==> src/rtl/branch_resolution_unit.sv <==
// Branch resolution unit: checks in-flight branch predictions against MEM-stage
// outcomes, drives predictor update strobes, flush and fetch redirect.
module branch_resolution_unit #(
    parameter int DEPTH        = 4,
    parameter int FLUSH_CYCLES = 2,
    parameter int CNT_W        = 16
) (
    input  logic             clk,
    input  logic             rst_n,
    input  logic             pred_valid,
    input  logic             pred_taken,
    input  logic [31:0]      pred_pc,
    input  logic [31:0]      pred_target,
    output logic             pred_ready,
    input  logic             res_valid,
    input  logic             res_taken,
    input  logic [31:0]      res_target,
    output logic             branch_mem_sig,
    output logic             actual_branch_decision,
    output logic [31:0]      update_branch_addr,
    output logic             mispredict,
    output logic             flush,
    output logic [31:0]      redirect_pc,
    output logic             err_underflow,
    output logic [CNT_W-1:0] branch_count,
    output logic [CNT_W-1:0] mispredict_count
);

    localparam int AW = $clog2(DEPTH);
    localparam int FW = $clog2(FLUSH_CYCLES + 1);

    typedef enum logic {
        RUN,
        RECOVER
    } state_t;

    state_t state;
    state_t state_nx;

    logic [AW:0]      wr_ptr;
    logic [AW:0]      rd_ptr;
    logic [DEPTH-1:0] q_taken;
    logic [31:0]      q_pc  [DEPTH];
    logic [31:0]      q_tgt [DEPTH];
    logic [FW-1:0]    rcv_cnt;

    logic        full;
    logic        empty;
    logic        push;
    logic        pop;
    logic        under;
    logic        mis;
    logic        h_taken;
    logic [31:0] h_pc;
    logic [31:0] h_tgt;

    assign full  = (wr_ptr[AW] != rd_ptr[AW])
                && (wr_ptr[AW-1:0] == rd_ptr[AW-1:0]);
    assign empty = (wr_ptr == rd_ptr);

    assign pred_ready = (state == RUN) && !full;
    assign push       = pred_valid && pred_ready;
    assign pop        = res_valid && (state == RUN) && !empty;
    assign under      = res_valid && (state == RUN) && empty;

    assign h_taken = q_taken[rd_ptr[AW-1:0]];
    assign h_pc    = q_pc[rd_ptr[AW-1:0]];
    assign h_tgt   = q_tgt[rd_ptr[AW-1:0]];

    // Wrong direction, or right direction but taken to the wrong place
    assign mis = pop && ((h_taken != res_taken)
              || (res_taken && h_taken && (h_tgt != res_target)));

    always_ff @(posedge clk or negedge rst_n) begin
        if (!rst_n) begin
            state <= RUN;
        end else begin
            state <= state_nx;
        end
    end

    always_comb begin
        state_nx = state;
        unique case (state)
            RUN: begin
                if (mis) begin
                    state_nx = RECOVER;
                end
            end
            RECOVER: begin
                if (rcv_cnt == '0) begin
                    state_nx = RUN;
                end
            end
        endcase
    end

    always_ff @(posedge clk or negedge rst_n) begin
        if (!rst_n) begin
            q_taken <= '0;
            for (int i = 0; i < DEPTH; i++) begin
                q_pc[i]  <= '0;
                q_tgt[i] <= '0;
            end
        end else if (push) begin
            q_taken[wr_ptr[AW-1:0]] <= pred_taken;
            q_pc[wr_ptr[AW-1:0]]    <= pred_pc;
            q_tgt[wr_ptr[AW-1:0]]   <= pred_target;
        end
    end

    always_ff @(posedge clk or negedge rst_n) begin
        if (!rst_n) begin
            wr_ptr                 <= '0;
            rd_ptr                 <= '0;
            rcv_cnt                <= '0;
            branch_mem_sig         <= 1'b0;
            actual_branch_decision <= 1'b0;
            update_branch_addr     <= '0;
            mispredict             <= 1'b0;
            flush                  <= 1'b0;
            redirect_pc            <= '0;
            err_underflow          <= 1'b0;
            branch_count           <= '0;
            mispredict_count       <= '0;
        end else begin
            branch_mem_sig <= 1'b0;
            flush          <= 1'b0;

            // A mispredict discards every record, including one arriving now
            if (mis) begin
                wr_ptr <= '0;
                rd_ptr <= '0;
            end else begin
                if (push) begin
                    wr_ptr <= wr_ptr + (AW+1)'(1);
                end
                if (pop) begin
                    rd_ptr <= rd_ptr + (AW+1)'(1);
                end
            end

            if (pop) begin
                branch_mem_sig         <= 1'b1;
                actual_branch_decision <= res_taken;
                update_branch_addr     <= h_pc;
                mispredict             <= mis;
                if (branch_count != '1) begin
                    branch_count <= branch_count + CNT_W'(1);
                end
            end

            if (mis) begin
                flush       <= 1'b1;
                redirect_pc <= res_taken ? res_target : h_pc + 32'd4;
                if (mispredict_count != '1) begin
                    mispredict_count <= mispredict_count + CNT_W'(1);
                end
            end

            if (under) begin
                err_underflow <= 1'b1;
            end

            if (mis) begin
                rcv_cnt <= FW'(FLUSH_CYCLES - 1);
            end else if ((state == RECOVER) && (rcv_cnt != '0)) begin
                rcv_cnt <= rcv_cnt - FW'(1);
            end
        end
    end

endmodule

==> config.mk <==
export PLATFORM = sky130hd
export DESIGN_NAME = branch_resolution_unit
export DESIGN_NICKNAME = d
export VERILOG_FILES = /design/src/rtl/branch_resolution_unit.sv
export SDC_FILE = /design/constraint.sdc
export NUM_CORES = 1
export LEC_CHECK = 0
export CAP_MARGIN = 20
export CORE_ASPECT_RATIO = 0.7
export CORE_MARGIN = 8
export CORE_UTILIZATION = 50
export DETAILED_ROUTE_END_ITERATION = 16
export DONT_BUFFER_PORTS = 1
export HOLD_SLACK_MARGIN = 0.12
export PLACE_DENSITY = 0.62
export SYNTH_ARGS = -nofsm -noshare
export SYNTH_HDL_FRONTEND = slang
export SYNTH_SLANG_ARGS = --single-unit
==> constraint.sdc <==
create_clock -name clk -period 8.6 [get_ports clk]
set_input_delay 1.72 -clock clk [delete_from_list [all_inputs] [get_ports clk]]
set_output_delay 1.72 -clock clk [all_outputs]
set_load 0.01 [all_outputs]
==> results.json, run 1 <==
{
  "final_common_cell": "dfrtp_1",
  "power_frac_comb": 0.335,
  "grt_pass1_vias": 9896,
  "hold_violations": 0,
  "power_switching_uw": 2438,
  "first_pass_iters": 5,
  "critPathLaunchType": "flip-flop",
  "place_congestion": 0.7667,
  "cts_tree": "done",
  "drtIter0Drc": 730,
  "final_cell_area_um2": 18550,
  "end_kind": "flip-flop",
  "synth-seq-cells": 370,
  "cpMaxStageDelayCell": "dfrtp_4",
  "grt_use_total": 0.2091,
  "slew_violations": 0,
  "vias_per_cell": 5.799,
  "synthXorXnorAreaFrac": 0.04828,
  "grt_pass1_wl_um": 64320,
  "syn_area_um2": 16870,
  "drc": 0,
  "path_clk_slew_ns": 0.06,
  "htree_levels": 2,
  "rsz0062_at_grt": "no",
  "yosys.area.top_type": "dfrtp_1",
  "worstSkewPairLatency_ns": 0.54,
  "rows": 56,
  "fin_crit_ns": 4.524,
  "synthCells": 1229,
  "synth_compound_area_frac": 0.01721,
  "path_class": "reg -> reg",
  "die_x_um": 235.6,
  "seq_power_share": 0.430,
  "die_area_um2": 39970,
  "cts_sinks": 370,
  "vias": 9708,
  "nets": 1323,
  "ys_async_sr_fraction": 1.000,
  "ios": 204,
  "final_cell_mix": "dfrtp_1 (368), mux2_2 (288), nand2_1 (144)",
  "cts_setup_buffers": 0,
  "crit_top_cell": "buf_4",
  "netlist_top_cells_area": "dfrtp_1 (55%), mux2_2 (19%), mux4_2 (8.5%)",
  "worst_pin_slew_ns": 1.164,
  "cts.path.max_buffers": 3,
  "start_util": 0.5059,
  "routed_wirelength_um": 42140,
  "synth_enable_flop_cells": 0,
  "synth-simple-area-share": 0.06927,
  "synth_top_family_by_area": "multiplexers",
  "synth_top_area_frac": 0.5488,
  "fmax_mhz": 221.0,
  "synth_fp_nets": 1341,
  "drv_cap": 0,
  "finish.utilization": 0.5562,
  "worstPathRequired_ns": 9.01,
  "yosysSeqAreaShare": 0.5488,
  "fin_crit_sh": 0.5261,
  "die_h_um": 169.7,
  "cts_resized": 0,
  "critical_path_arrival_ns": 4.94,
  "ant_nets": 0,
  "maxSlewHeadroom": 0.2240,
  "cp_cell_sequence": "buf_4 -> mux4_2 -> xnor2_1 -> nand4_1 -> nor4_1 -> a21boi_1 -> o21a_2 -> buf_4 -> mux2_2",
  "internal_power_uw": 4993,
  "synth.avg_cell_area_um2": 13.73,
  "hpwl_um": 28290,
  "hold_buffers": 0,
  "antenna_found_initial": 0,
  "setup_viol": 0,
  "wl_per_cell_um": 25.17,
  "synth_flop_cell": "dfrtp_1",
  "cts_buffers": 38,
  "coreArea_um2": 33350,
  "holdCritPathClass": "reg -> reg",
  "port_buffers": 0,
  "worstPathMaxFanout": 36,
  "place_area_um2": 17220,
  "worst_path_largest_cell_delay_ns": 0.90,
  "synthAdderAreaFrac": 0.007416,
  "final.setup.tns_ns": 0,
  "grt.overflow.total": 0,
  "power_uw": 7431,
  "synth_cell_types": 41,
  "drive_gt1_frac": 0.3530,
  "hold_slack_ns": 0.4993,
  "power_leakage_uw": 0.007919,
  "muxShareOfSynthArea": 0.2850,
  "syn2layout_area_growth_pct": 9.960,
  "p_per_area_nw_per_um2": 400.6,
  "p_sw_frac": 0.3281,
  "irDropWorstVdd_mv": 0.2095,
  "yosys_warnings": 0,
  "clock_skew_ns": 0.02486,
  "p_clk_frac": 0.236,
  "run_status": "complete, no violations",
  "cts_root_buffer": "clkbuf_16",
  "grt_max_degree": 371
}
synth_stat cells, types with 2 or more instances:
master,count
nand4_1,24
nor2b_1,2
buf_6,7
buf_2,30
nand3_1,18
buf_1,2
mux2_2,288
inv_1,12
nor2_1,29
xor2_1,28
nor4_1,3
a21oi_1,10
o21ai_0,37
nor3_1,9
xnor2_1,65
mux4_2,64
ha_1,10
nor4_2,2
nand2b_1,3
clkbuf_1,27
and3_1,9
and4_1,2
mux2_1,3
dfrtp_1,370
and2_1,4
mux2i_1,9
nand2_1,148
worst paths after layout:
path                                  startpoint                    endpoint  slack (ns)  cells after the start
max                        rd_ptr[0]$_DFFE_PN0P_  redirect_pc[4]$_DFFE_PN0P_        4.08                      9
min                         q_pc[60]$_DFFE_PN0P_        q_pc[60]$_DFFE_PN0P_        0.50                      1
max reg2reg                rd_ptr[0]$_DFFE_PN0P_  redirect_pc[4]$_DFFE_PN0P_        4.08                      9
min reg2reg                 q_pc[60]$_DFFE_PN0P_        q_pc[60]$_DFFE_PN0P_        0.50                      1
max in group asynchronous                  rst_n       rd_ptr[0]$_DFFE_PN0P_        6.75                      0
min in group asynchronous                  rst_n        q_pc[54]$_DFFE_PN0P_        0.92                      0
flip-flops by register name (all words and copies together) (netlist names), 2 cells and up:
signal / count
q_pc: 128
q_tgt: 128
redirect_pc: 32
update_branch_addr: 32
branch_count: 16
mispredict_count: 16
q_taken: 4
rd_ptr: 3
wr_ptr: 3
rcv_cnt: 2
power groups by stage:
stage                     sequential [uW]  combinational (uW)  clock (uW)
final                                3190                2490        1750
after global routing                 3300                2700        1870
after global placement               3210                2430           0
after detailed placement             3220                2510           0
after floorplan                      2960                2090           0
after CTS                            3200                2510        1790
per-layer routing:
| layer | vias up | share of wire | global-route usage |
|---|---|---|---|
| met4 | 0 | 0.028 | 0.06338 |
| met2 | 210 | 0.45 | 0.3141 |
| met5 | - | 0 | 0 |
| li1 | 4344 | - | - |
| met3 | 61 | 0.072 | 0.06911 |
| met1 | 5093 | 0.45 | 0.2876 |
critical path: cells and delay by family (launching register included):
| family | cells | cell delay, ns |
|---|---|---|
| XOR/XNOR | 1 | 0.15 |
| multiplexers | 2 | 0.99 |
| AO/OA/AOI/OAI | 2 | 0.85 |
| AND/OR/NAND/NOR | 2 | 0.27 |
| buffers and inverters | 2 | 1.18 |
| flip-flops | 1 | 0.90 |
cells by family after synthesis:
| group | Yosys count |
|---|---|
| simple gates | 258 |
| compound gates | 54 |
| flops | 370 |
| fa+ha+maj | 10 |
| buf+inv | 80 |
| xor+xnor | 93 |
| mux | 364 |
metrics by stage:
step / setup slack [ns] / cells
3_3_place_gp: 4.052 / 1604
5_1_grt: 3.784 / 1673
2_1_floorplan: 5.396 / 1229
6_report: 4.076 / 1674
3_5_place_dp: 3.989 / 1606
4_1_cts: 3.984 / 1673
layout make-up:
type	count	area [um2]
clock buffer	55	1159
multi-input combinational	779	7256
clock inverter	12	166.4
antenna	1	2.502
fill	2745	14800
sequential	370	9264
tap	435	544.3
timing repair buffer	10	115.1
inverter	12	45.04
(Power assumes the default switching activity.)
==> inputs of run 2 (changes only) <==
clock period = 4.75 ns   (was 8.6 ns; I/O delays follow)
==> run 2 against run 1 <==
Wire length rose by 2.0%; worst setup slack got worse by 3.1 ns; via count rose by 1.8%; cell area barely moved; die area did not move; global-route usage rose by 0.58 points; final cell count rose by 0.30%; sequential share of layout area barely moved.
==> results.json, run 2 (same netlist as run 1, synthesis figures left out) <==
{
  "run_status": "complete, no violations",
  "cts_tree": "done",
  "coreArea_um2": 33350,
  "die_h_um": 169.7,
  "first_pass_iters": 4,
  "power_uw": 13280,
  "grt_use_total": 0.2149,
  "rsz0062_at_grt": "no",
  "ios": 204,
  "critPathLaunchType": "flip-flop",
  "worstSkewPairLatency_ns": 0.54,
  "reg_top3": "q_pc x128, q_tgt x128",
  "place_congestion": 0.7542,
  "die_x_um": 235.6,
  "worstPathMaxFanout": 35,
  "vias": 9878,
  "hold_violations": 0,
  "fin_crit_ns": 3.770,
  "path_delay_family": "simple AND/OR/NAND/NOR gates",
  "startpoint": "rd_ptr[1]$_DFFE_PN0P_",
  "setup_viol": 0,
  "worstPathRequired_ns": 5.15,
  "nets": 1332,
  "vias_per_cell": 5.883,
  "cts_setup_buffers": 0,
  "r2r_cells": 10,
  "drv_cap": 0,
  "cts_root_buffer": "clkbuf_16",
  "maxSlewHeadroom": 0.4636,
  "hpwl_um": 28790,
  "finish.utilization": 0.5563,
  "drive_gt1_frac": 0.3497,
  "final_common_cell": "dfrtp_1",
  "grt_pass1_vias": 10380,
  "syn2layout_area_growth_pct": 9.967,
  "die_area_um2": 39970,
  "path_class": "reg -> reg",
  "fmax_mhz": 265.3,
  "cp_cell_sequence": "buf_12 -> buf_4 -> mux4_2 -> nand4_1 -> nor3_1 -> nand2_1 -> nor2_1 -> xnor2_1 -> o21ai_0 -> mux2_1",
  "ant_nets": 0,
  "antenna_found_initial": 1,
  "multiInputGateArea_um2": 7256,
  "cts.path.max_buffers": 3,
  "p_per_area_nw_per_um2": 716.1,
  "worst_pin_slew_ns": 0.7979,
  "hold_buffers": 3,
  "htree_levels": 2,
  "fin_crit_sh": 0.7936,
  "grt.overflow.total": 0,
  "cts_sinks": 370,
  "final.setup.tns_ns": 0,
  "routed_wirelength_um": 42960,
  "cpMaxStageDelayCell": "dfrtp_2",
  "end_kind": "flip-flop",
  "final_cell_mix": "dfrtp_1 (368), mux2_2 (288), nand2_1 (144)",
  "cts_buffers": 38,
  "drc": 0,
  "critical_path_arrival_ns": 4.17,
  "cts_resized": 0,
  "r2r-start": "rd_ptr[1]$_DFFE_PN0P_",
  "grt_max_degree": 309,
  "power_leakage_uw": 0.007915,
  "rows": 56,
  "start_util": 0.5059,
  "path_clk_slew_ns": 0.06,
  "wl_per_cell_um": 25.59,
  "irDropWorstVdd_mv": 0.3035,
  "ff_latch_area_um2": 9264,
  "antenna_cells": 0,
  "cp.depth": 10,
  "grt_pass1_wl_um": 66340,
  "crit_buf_inv": 2,
  "fillers": 2741,
  "holdCritPathClass": "in -> async",
  "worst_path_largest_cell_delay_ns": 0.67,
  "port_buffers": 0,
  "clock_skew_ns": 0.02321,
  "drtIter0Drc": 526,
  "slew_violations": 0
}
-- run 2: cell count changes in the layout (fill, tap and decap cells not counted), sizes merged --
cell and delta:
clkinvlp -1, diode -1, buf +6, bufinv -3, clkinv -2, clkbuf +3
dlygate4sd3 +3
-- run 2: final timing paths --
check | slack, ns | endpoint
hold / removal | 0.16 | q_pc[120]$_DFFE_PN0P_
hold reg to reg | 0.50 | q_pc[46]$_DFFE_PN0P_
setup reg to reg | 0.98 | redirect_pc[28]$_DFFE_PN0P_
setup / recovery | 0.98 | redirect_pc[28]$_DFFE_PN0P_
min in group clk | 0.50 | q_pc[46]$_DFFE_PN0P_
max in group asynchronous | 3.88 | update_branch_addr[21]$_DFFE_PN0P_
-- run 2: per-layer routing --
| layer | vias to the layer above | global-route usage | wire, um |
|---|---|---|---|
| li1 | 4355 | - | - |
| met2 | 221 | 0.3333 | 19590 |
| met5 | - | 0 | 13 |
| met4 | 2 | 0.06553 | 1179 |
| met1 | 5233 | 0.2892 | 19180 |
| met3 | 67 | 0.06684 | 2999 |
-- run 2: worst reg2reg max path, cell delays in order, from the launching register on --
cell	delay, ns
dfrtp_2	0.67
buf_12	0.31
buf_4	0.43
mux4_2	0.39
nand4_1	0.21
nor3_1	0.60
nand2_1	0.19
nor2_1	0.18
xnor2_1	0.23
o21ai_0	0.13
mux2_1	0.30
-- run 2: cell type report --
cell class | instances | area share
inverter | 12 | 0.002428
multi-input combinational | 779 | 0.3911
sequential | 370 | 0.4993
tap | 435 | 0.02934
clock buffer | 58 | 0.06076
timing repair buffer | 19 | 0.01389
clock inverter | 6 | 0.003170
-- run 2: per-stage QoR --
step,hold WS (ns),worst slack (ns),area (um2),instances
after floorplan,0.4739,1.733,16870,1229
after global placement,0.4815,1.025,17310,1611
after detailed placement,0.4876,0.9706,17310,1611
after CTS,0.1207,0.9583,18540,1678
after global routing,0.1226,0.6744,18550,1679
final,0.1628,0.9804,18550,1679
-- run 2: where the power goes --
part | switching [uW] | internal, uW | total (uW) | leakage, uW
logic | 2170 | 2530 | 4700 | 0.00283
registers | 1050 | 4650 | 5700 | 0.00450
clock network | 1200 | 1680 | 2890 | 0.000585
total | 4420 | 8860 | 13300 | 0.00791
==> inputs of run 3 (changes only) <==
clock period = 3.9 ns   (was 4.75 ns; I/O delays follow)
==> run 3 against run 2 <==
The flow now finishes with violations (hold timing); largest cell class unchanged; wire length decreased by 1.6%; total power increased by 22%; core utilization increased by 0.15 points; via count decreased by 1.0%; fmax increased by 13%; sequential share of layout area decreased by 0.13 points; worst setup slack got worse by 0.41 ns; critical endpoint is now mispredict_count[8]$_DFFE_PN0P_; sequential cell count unchanged; sequential power increased by 22%; register-to-register slack got worse by 0.41 ns; hold slack got worse by 0.20 ns.
==> results.json, run 3 (same netlist as run 1, synthesis figures left out) <==
{
  "htree_levels": 2,
  "start_util": 0.5059,
  "clock_skew_ns": 0.01805,
  "slew_violations": 0,
  "die_x_um": 235.6,
  "final_common_cell": "dfrtp_1",
  "r2r-start": "rd_ptr[0]$_DFFE_PN0P_",
  "antenna_cells": 0,
  "drtIter0Drc": 637,
  "syn2layout_area_growth_pct": 10.26,
  "ios": 204,
  "final.setup.tns_ns": 0,
  "grt_pass1_vias": 10300,
  "cp_cell_sequence": "buf_4 -> mux4_2 -> xnor2_1 -> nand4_1 -> nor4_1 -> a21boi_1 -> o21a_2 -> buf_4 -> and2_1 -> xor2_1",
  "final_cell_mix": "dfrtp_1 (368), mux2_2 (288), nand2_1 (144)",
  "nets": 1336,
  "reg_top3": "q_pc x128, q_tgt x128",
  "reg2reg_slack_ns": 0.57,
  "grt_use_total": 0.2133,
  "worstReg2RegEnd": "mispredict_count[8]$_DFFE_PN0P_",
  "hold_slack_ns": -0.03351,
  "path_clk_slew_ns": 0.06,
  "crit_top_cell": "buf_4",
  "hold_violations": 118,
  "cts_resized": 0,
  "cpMaxStageDelayCell": "dfrtp_4",
  "place_area_um2": 17370,
  "port_buffers": 0,
  "fmax_mhz": 300.0,
  "antenna_found_initial": 0,
  "startpoint": "rd_ptr[0]$_DFFE_PN0P_",
  "fin_crit_sh": 0.8547,
  "coreArea_um2": 33350,
  "violations": "hold timing",
  "ant_nets": 0,
  "cts.path.max_buffers": 3,
  "fin_crit_ns": 3.333,
  "power_leakage_uw": 0.007955,
  "drv_cap": 0,
  "p_per_area_nw_per_um2": 873.1,
  "wl_per_cell_um": 25.05,
  "cts_root_buffer": "clkbuf_16",
  "final_cell_area_um2": 18600,
  "vias_per_cell": 5.797,
  "cp.depth": 10,
  "maxSlewHeadroom": 0.4535,
  "r2r_cells": 10,
  "rows": 56,
  "cts_tree": "done",
  "worst_path_largest_cell_delay_ns": 0.56,
  "cts_buffers": 38,
  "routed_wirelength_um": 42260,
  "place_congestion": 0.7818,
  "drive_gt1_frac": 0.3554,
  "path_delay_family": "simple AND/OR/NAND/NOR gates",
  "hpwl_um": 28880,
  "path_class": "reg -> reg",
  "rsz0062_at_grt": "no",
  "irDropWorstVdd_mv": 0.4312,
  "critical_path_arrival_ns": 3.73,
  "end_kind": "flip-flop",
  "grt_pass1_wl_um": 65740,
  "setup_viol": 0,
  "die_h_um": 169.7,
  "grt.overflow.total": 0,
  "worstPathRequired_ns": 4.30,
  "vias": 9779,
  "drc": 0,
  "worst_pin_slew_ns": 0.8198,
  "grt_max_degree": 371,
  "cts_sinks": 370,
  "worstSkewPairLatency_ns": 0.53,
  "critPathLaunchType": "flip-flop",
  "crit_path_end": "mispredict_count[8]$_DFFE_PN0P_",
  "die_area_um2": 39970,
  "crit_buf_inv": 2,
  "holdCritPathClass": "in -> async",
  "run_status": "finished with violations",
  "worstPathMaxFanout": 17,
  "first_pass_iters": 4
}
-- run 3: changes by cell type in the layout (fill, tap and decap cells not counted), sizes merged --
| cell | before | now |
|---|---|---|
| buf | 16 | 23 |
| clkinv | 4 | 8 |
| dlygate4sd3 | 3 | 0 |
| bufinv | 1 | 3 |
| clkbuf | 58 | 56 |
-- run 3: through the flow --
step / util / power, uW / instances / setup slack (ns) / hold WS (ns)
after global placement: 0.5208 / 12530 / 1619 / 0.4806 / 0.4821
after detailed placement: 0.5208 / 12700 / 1619 / 0.5422 / 0.4868
final: 0.5577 / 16240 / 1687 / 0.5668 / -0.03351
after floorplan: - / 11130 / 1229 / 0.8827 / 0.4739
after global routing: 0.5577 / 17240 / 1687 / 0.2274 / -0.06170
after CTS: 0.5577 / 16420 / 1687 / 0.5192 / -0.06698
-- run 3: layout make-up --
cell class | instances | area, um2
Clock buffer | 56 | 1090
Inverter | 12 | 45.04
Timing Repair Buffer | 23 | 260.3
Fill cell | 2741 | 14750
Sequential cell | 370 | 9264
Tap cell | 435 | 544.3
Multi-Input combinational cell | 779 | 7256
Clock inverter | 12 | 142.6
-- run 3: worst min path at each step --
stage | from | to | slack [ns] | cells after the start
after floorplan | q_pc[47]$_DFFE_PN0P_ | q_pc[47]$_DFFE_PN0P_ | 0.47 | 1
after global placement | q_tgt[76]$_DFFE_PN0P_ | q_tgt[76]$_DFFE_PN0P_ | 0.48 | 1
after detailed placement | q_tgt[49]$_DFFE_PN0P_ | q_tgt[49]$_DFFE_PN0P_ | 0.49 | 1
after CTS | rst_n | update_branch_addr[15]$_DFFE_PN0P_ | -0.07 | 0
after global routing | rst_n | q_pc[19]$_DFFE_PN0P_ | -0.06 | 0
final | rst_n | q_pc[56]$_DFFE_PN0P_ | -0.03 | 0
-- run 3: worst register-to-register path, cell delays in order, from the launching register on --
cell and delay [ns]:
dfrtp_4 0.56, buf_4 0.25, mux4_2 0.52, xnor2_1 0.21
nand4_1 0.15, nor4_1 0.39, a21boi_1 0.20, o21a_2 0.37
buf_4 0.25, and2_1 0.16, xor2_1 0.14
-- run 3: power breakdown --
part / leakage [uW] / switching [uW] / internal (uW)
clock: 0.000609 / 1500 / 2140
sequential: 0.00450 / 1300 / 5660
combinational: 0.00284 / 2530 / 3110
total: 0.00795 / 5330 / 10900
-- run 3: what timing repair did --
item                       in CTS  in global routing
hold endpoints to repair      370                370
setup buffers                   0                  0
setup endpoints to repair       0                  0
-- run 3: metal layers --
layer	track usage	part of all wire	vias up
li1	-	-	4371
met1	0.2812	0.44	5125
met2	0.3357	0.46	217
met3	0.06716	0.073	66
met4	0.06823	0.030	0
met5	0	0	-
